<file path="src/rtl/uart_tx_ctl.sv">
// rtl/uart_tx_ctl.sv - UART transmitter: FWFT char FIFO to LSbit-first serial frames on a 16x baud enable
module uart_tx_ctl #(
    parameter int NUM_STOP_BITS = 1,
    parameter int PARITY_EN     = 0,
    parameter int PARITY_ODD    = 0
) (
    input  logic       clk_tx,
    input  logic       rst_clk_tx,
    input  logic       baud_x16_en,
    input  logic       char_fifo_empty,
    input  logic [7:0] char_fifo_dout,
    output logic       char_fifo_rd_en,
    output logic       txd_tx,
    output logic       tx_busy,
    output logic       tx_store_qual,
    output logic [1:0] tx_frame_indicator,
    output logic       tx_bit_indicator
);

    localparam logic [2:0] S_IDLE   = 3'd0;
    localparam logic [2:0] S_START  = 3'd1;
    localparam logic [2:0] S_DATA   = 3'd2;
    localparam logic [2:0] S_PARITY = 3'd3;
    localparam logic [2:0] S_STOP   = 3'd4;

    localparam logic [2:0] LAST_STOP = (NUM_STOP_BITS == 2) ? 3'd1 : 3'd0;

    logic [2:0] r_state;
    logic [3:0] r_os_cnt;
    logic [2:0] r_bit_cnt;
    logic [7:0] r_shift;
    logic       r_txd;
    logic       r_rd_en;
    logic [1:0] r_frame_ind;
    logic [1:0] r_old_ind;

    logic [2:0] w_next_bit;
    logic       w_parity;
    logic       w_bit_done;

    assign w_next_bit = r_bit_cnt + 3'd1;
    // Parity comes from the captured character; the FIFO head may already hold the next one.
    assign w_parity   = (^r_shift) ^ (PARITY_ODD != 0);
    assign w_bit_done = (r_os_cnt == 4'd0);

    always_ff @(posedge clk_tx or posedge rst_clk_tx) begin
        if (rst_clk_tx) begin
            r_state     <= S_IDLE;
            r_os_cnt    <= 4'd0;
            r_bit_cnt   <= 3'd0;
            r_shift     <= 8'h00;
            r_txd       <= 1'b1;
            r_rd_en     <= 1'b0;
            r_frame_ind <= 2'b00;
            r_old_ind   <= 2'b10;
        end else begin
            r_rd_en <= 1'b0;
            if (baud_x16_en) begin
                case (r_state)
                    S_IDLE: begin
                        r_txd <= 1'b1;
                        if (!char_fifo_empty) begin
                            r_shift     <= char_fifo_dout;
                            r_rd_en     <= 1'b1;
                            r_txd       <= 1'b0;
                            r_os_cnt    <= 4'd15;
                            r_state     <= S_START;
                            r_frame_ind <= ~r_old_ind;
                            r_old_ind   <= ~r_old_ind;
                        end
                    end
                    S_START: begin
                        if (w_bit_done) begin
                            r_state   <= S_DATA;
                            r_bit_cnt <= 3'd0;
                            r_txd     <= r_shift[0];
                            r_os_cnt  <= 4'd15;
                        end else begin
                            r_os_cnt <= r_os_cnt - 4'd1;
                        end
                    end
                    S_DATA: begin
                        if (w_bit_done) begin
                            r_os_cnt <= 4'd15;
                            if (r_bit_cnt != 3'd7) begin
                                r_bit_cnt <= w_next_bit;
                                r_txd     <= r_shift[w_next_bit];
                            end else if (PARITY_EN != 0) begin
                                r_state <= S_PARITY;
                                r_txd   <= w_parity;
                            end else begin
                                r_state   <= S_STOP;
                                r_bit_cnt <= 3'd0;
                                r_txd     <= 1'b1;
                            end
                        end else begin
                            r_os_cnt <= r_os_cnt - 4'd1;
                        end
                    end
                    S_PARITY: begin
                        if (w_bit_done) begin
                            r_state   <= S_STOP;
                            r_bit_cnt <= 3'd0;
                            r_txd     <= 1'b1;
                            r_os_cnt  <= 4'd15;
                        end else begin
                            r_os_cnt <= r_os_cnt - 4'd1;
                        end
                    end
                    S_STOP: begin
                        if (!w_bit_done) begin
                            r_os_cnt <= r_os_cnt - 4'd1;
                        end else if (r_bit_cnt != LAST_STOP) begin
                            r_bit_cnt <= w_next_bit;
                            r_os_cnt  <= 4'd15;
                        end else if (!char_fifo_empty) begin
                            // Back-to-back frame: straight into START, indicator flips 01<->10.
                            r_shift     <= char_fifo_dout;
                            r_rd_en     <= 1'b1;
                            r_txd       <= 1'b0;
                            r_os_cnt    <= 4'd15;
                            r_state     <= S_START;
                            r_frame_ind <= ~r_old_ind;
                            r_old_ind   <= ~r_old_ind;
                        end else begin
                            r_state     <= S_IDLE;
                            r_txd       <= 1'b1;
                            r_frame_ind <= 2'b00;
                        end
                    end
                    default: begin
                        r_state <= S_IDLE;
                        r_txd   <= 1'b1;
                    end
                endcase
            end
        end
    end

    assign char_fifo_rd_en    = r_rd_en;
    assign txd_tx             = r_txd;
    assign tx_busy            = (r_state != S_IDLE);
    assign tx_frame_indicator = r_frame_ind;
    assign tx_store_qual      = (r_frame_ind != 2'b00);
    assign tx_bit_indicator   = (r_state != S_IDLE) && (r_os_cnt == 4'd15);

endmodule

</file>
<file path="config.mk">
export PLATFORM = sky130hd
export DESIGN_NAME = uart_tx_ctl
export DESIGN_NICKNAME = d
export VERILOG_FILES = /design/src/rtl/uart_tx_ctl.sv
export SDC_FILE = /design/constraint.sdc
export NUM_CORES = 1
export LEC_CHECK = 0
export ABC_CLOCK_PERIOD_IN_PS = 2430
export BUFFER_PORTS_ARGS = -buffer_cell sky130_fd_sc_hd__buf_2
export CORE_ASPECT_RATIO = 1.75
export CORE_MARGIN = 5
export CORE_UTILIZATION = 45
export DETAILED_ROUTE_END_ITERATION = 10
export SLEW_MARGIN = 20
export SYNTH_ARGS = -nofsm -noshare
export SYNTH_HDL_FRONTEND = slang
export SYNTH_SLANG_ARGS = --single-unit
</file>
<file path="constraint.sdc">
create_clock -name clk_tx -period 2.43 [get_ports clk_tx]
set_input_delay 0.486 -clock clk_tx [delete_from_list [all_inputs] [get_ports clk_tx]]
set_output_delay 0.486 -clock clk_tx [all_outputs]
set_load 0.05 [all_outputs]
</file>
==> run_results.csv <==
group,metric,value,unit
power_and_ir_drop,comb_power_share,0.502,
timing,setup_viol,0,
timing,finClkSkew,0.00292,ns
synth,dominantRegCellSynth,"dfrtp_1",
layout,layout-drive-gt1-share,0.267,
grt,grt_pass1_wl,4860,um
layout,mostFrequentLayoutCells,"dfrtp_1 (22), buf_2 (18), inv_1 (11)",
timing,rsz0062_at_grt,"no",
clock_tree,postCtsSetupBuffers,0,
layout,layout_commonest_cell,"dfrtp_1",
setup_path,arrival,2.21,ns
detailed_routing,first_pass_iters,4,
run,drv_cap,0,
power_and_ir_drop,p_clk_frac,0.113,
setup_path,slowest_delay,0.41,ns
setup_path,crit_fanout,14,
clock_tree,cts_buffers,3,
layout,area_delta_synth_final,10.5,%
clock_tree,clockBufferDepth,2,
synth,yosysWarningCount,0,
place,numPortBuffers,18,
detailed_routing,drc,0,
grt,grt_usage,0.144,
timing,min_period,2.05,ns
clock_tree,path_clk_slew,0.08,ns
detailed_routing,drtIter0Drc,9,
timing,worst_slew_pin_slew,0.511,ns
power_and_ir_drop,finalPower,2.12,mW
hold_path,hp-class,"in -> async",
timing,fmax,0.488,GHz
timing,slew-limit-headroom,0.656,
floorplan,dieWidth,52.1,um
clock_tree,cts.sinks,24,
setup_path,startpoint_type,"register",
setup_path,crit_type,"reg -> reg",
synth,syn_inst,131,
power_and_ir_drop,p_per_area,1370,mW/mm2
clock_tree,clk_latency,0.27,ns
synth,async_flop_share,1.00,
outcome,status,"finished clean",
timing,slew_violations,0,
clock_tree,root_buffer,"clkbuf_8",
timing,hold_viol_final,0,
synth,syn_area,0.00140,mm2
detailed_routing,wl_per_cell,14.5,um
synth,synth_top_area_frac,0.394,
place,gp_congestion,0.798,
floorplan,die_area,0.00437,mm2
setup_path,critical_path_buf_inv_count,1,
floorplan,std_cell_rows,26,
layout,num_antenna_cells,0,
synth,ys_top_cells_by_area,"dfrtp_1 (39%), mux2_2 (4.8%), ha_1 (4.5%), mux2_4 (4.3%), dfstp_2 (3.8%)",
setup_path,cp_slowest_cell,"dfrtp_1",
floorplan,initial_utilization,0.473,
timing,holdWs,0.247,ns
layout,nets,164,
detailed_routing,totalWireLength,2740,um
power_and_ir_drop,p_sw,0.945,mW
floorplan,pin_count,19,
clock_tree,cts_tree,"built",
synth,yosysUniqueCellTypes,42,
grt,overflow,0,
clock_tree,cts_hold_buf,0,
synth,yosys_register_bits,24,
clock_tree,cts_max_level,1,
synth,postSynthAreaPerCell,10.7,um2
grt,grt_max_degree,25,
power_and_ir_drop,p_leak,0.716,nW
setup_path,required,2.59,ns
setup_path,end_kind,"register",
floorplan,core_area,0.00296,mm2
power_and_ir_drop,vdd_drop_max,662,uV
layout,utilization,0.522,
setup_path,crit_chain,"inv_1 > ha_1 > nor3b_4 > a21bo_1 > nand4_4 > mux2_4",
detailed_routing,route.vias.total,1010,
timing,finalCritPeriodShare,0.844,
power_and_ir_drop,p_seq_frac,0.384,
clock_tree,cts_resized,0,
detailed_routing,postRouteAntennaNets,0,
floorplan,fp.dieH,83.8,um
grt,first_global_vias,1068,
detailed_routing,vias_per_cell,5.37,
place,hpwl,2140,um
setup_path,critPathTopFamily,"simple AND/OR/NAND/NOR gates",
synth,synth_top_area_cell,"dfrtp_1",
synth,ys_seq_area_frac,0.431,
synth,synth_edf_count,0,
synth,synth.net_count,148,
power_and_ir_drop,p_int,1.18,mW
timing,final.setup.tns,0,ns
power_and_ir_drop,switching_share,0.445,
grt,antenna_found_initial,0,
[area by class of cell]
| type | instances | area, um2 |
|---|---|---|
| Fill cell | 281 | 1420 |
| Tap cell | 42 | 52.6 |
| Timing Repair Buffer | 19 | 97.6 |
| Multi-Input combinational cell | 88 | 706 |
| Inverter | 11 | 41.3 |
| Sequential cell | 24 | 603 |
| Clock buffer | 4 | 45.0 |
[metal layers]
metal	global-route usage	vias to the layer above	routed length [um]	share of wire
li1	-	500	-	-
met1	0.165	486	1100	0.40
met2	0.249	17	1460	0.53
met3	0.0268	7	95	0.035
met4	0.0628	0	74	0.027
met5	0	-	0	0
[sequential cells by signal, summed over array words and instances (netlist names)]
| name | cells |
|---|---|
| r_bit_cnt | 3 |
| r_shift | 8 |
| r_os_cnt | 4 |
| char_fifo_rd_en | 1 |
| txd_tx | 1 |
| r_state | 3 |
| tx_frame_indicator | 2 |
| r_old_ind | 2 |
[cell families (layout without fill, tap and decap cells)]
family | count (synthesis) | in the layout | synth area share
AO/OA/AOI/OAI | 36 | 36 | 0.174
XOR/XNOR | 2 | 2 | 0.0125
adder cells (fa/ha/maj) | 5 | 5 | 0.0447
buffers and inverters | 19 | 34 | 0.0644
flip-flops | 24 | 24 | 0.431
multiplexers | 15 | 15 | 0.136
AND/OR/NAND/NOR | 30 | 30 | 0.137
[worst register-to-register path, stage by stage, from the launching register on]
cell and delay (ns):
dfrtp_1 0.41, inv_1 0.11, ha_1 0.22, nor3b_4 0.34, a21bo_1 0.22, nand4_4 0.27
mux2_4 0.38
[worst paths after layout]
check	from	end	slack, ns	cells past startpoint
min in group clk_tx	char_fifo_dout[6]	r_shift[6]	0.44	2
max in group asynchronous	rst_clk_tx	txd_tx	1.90	3
worst min-delay path	rst_clk_tx	r_state[0]	0.25	3
worst max-delay path	r_os_cnt[0]	r_shift[3]	0.38	6
worst max register to register	r_os_cnt[0]	r_shift[3]	0.38	6
worst min register to register	r_old_ind[0]	r_old_ind[0]	0.48	1
[stage by stage]
stage | setup slack, ns | cell area (um2) | std cells
after detailed placement | 0.367 | 1500 | 184
final | 0.380 | 1550 | 188
after floorplan | 0.550 | 1400 | 131
after global routing | 0.245 | 1550 | 188
after CTS | 0.354 | 1550 | 188
after global placement | 0.413 | 1500 | 184
[power groups by stage]
stage / Combinational, mW / Sequential, mW / Clock (mW)
4_1_cts: 1.08 / 0.819 / 0.253
2_1_floorplan: 0.905 / 0.797 / 0
6_report: 1.07 / 0.816 / 0.241
5_1_grt: 1.17 / 0.852 / 0.270
3_3_place_gp: 1.06 / 0.816 / 0
3_5_place_dp: 1.08 / 0.827 / 0
[synthesized netlist by cell type (all sizes together) (3+ instances only)]
master and count:
dfrtp 22, inv 11, mux2 10, nand2 8, a21oi 7, o21ai 6, buf 5, ha 5
mux2i 4, nand2b 4, clkbuf 3, nor2 3, o22ai 3, o31ai 3, or2 3
Note: power is estimated with default switching activity, not from simulation.
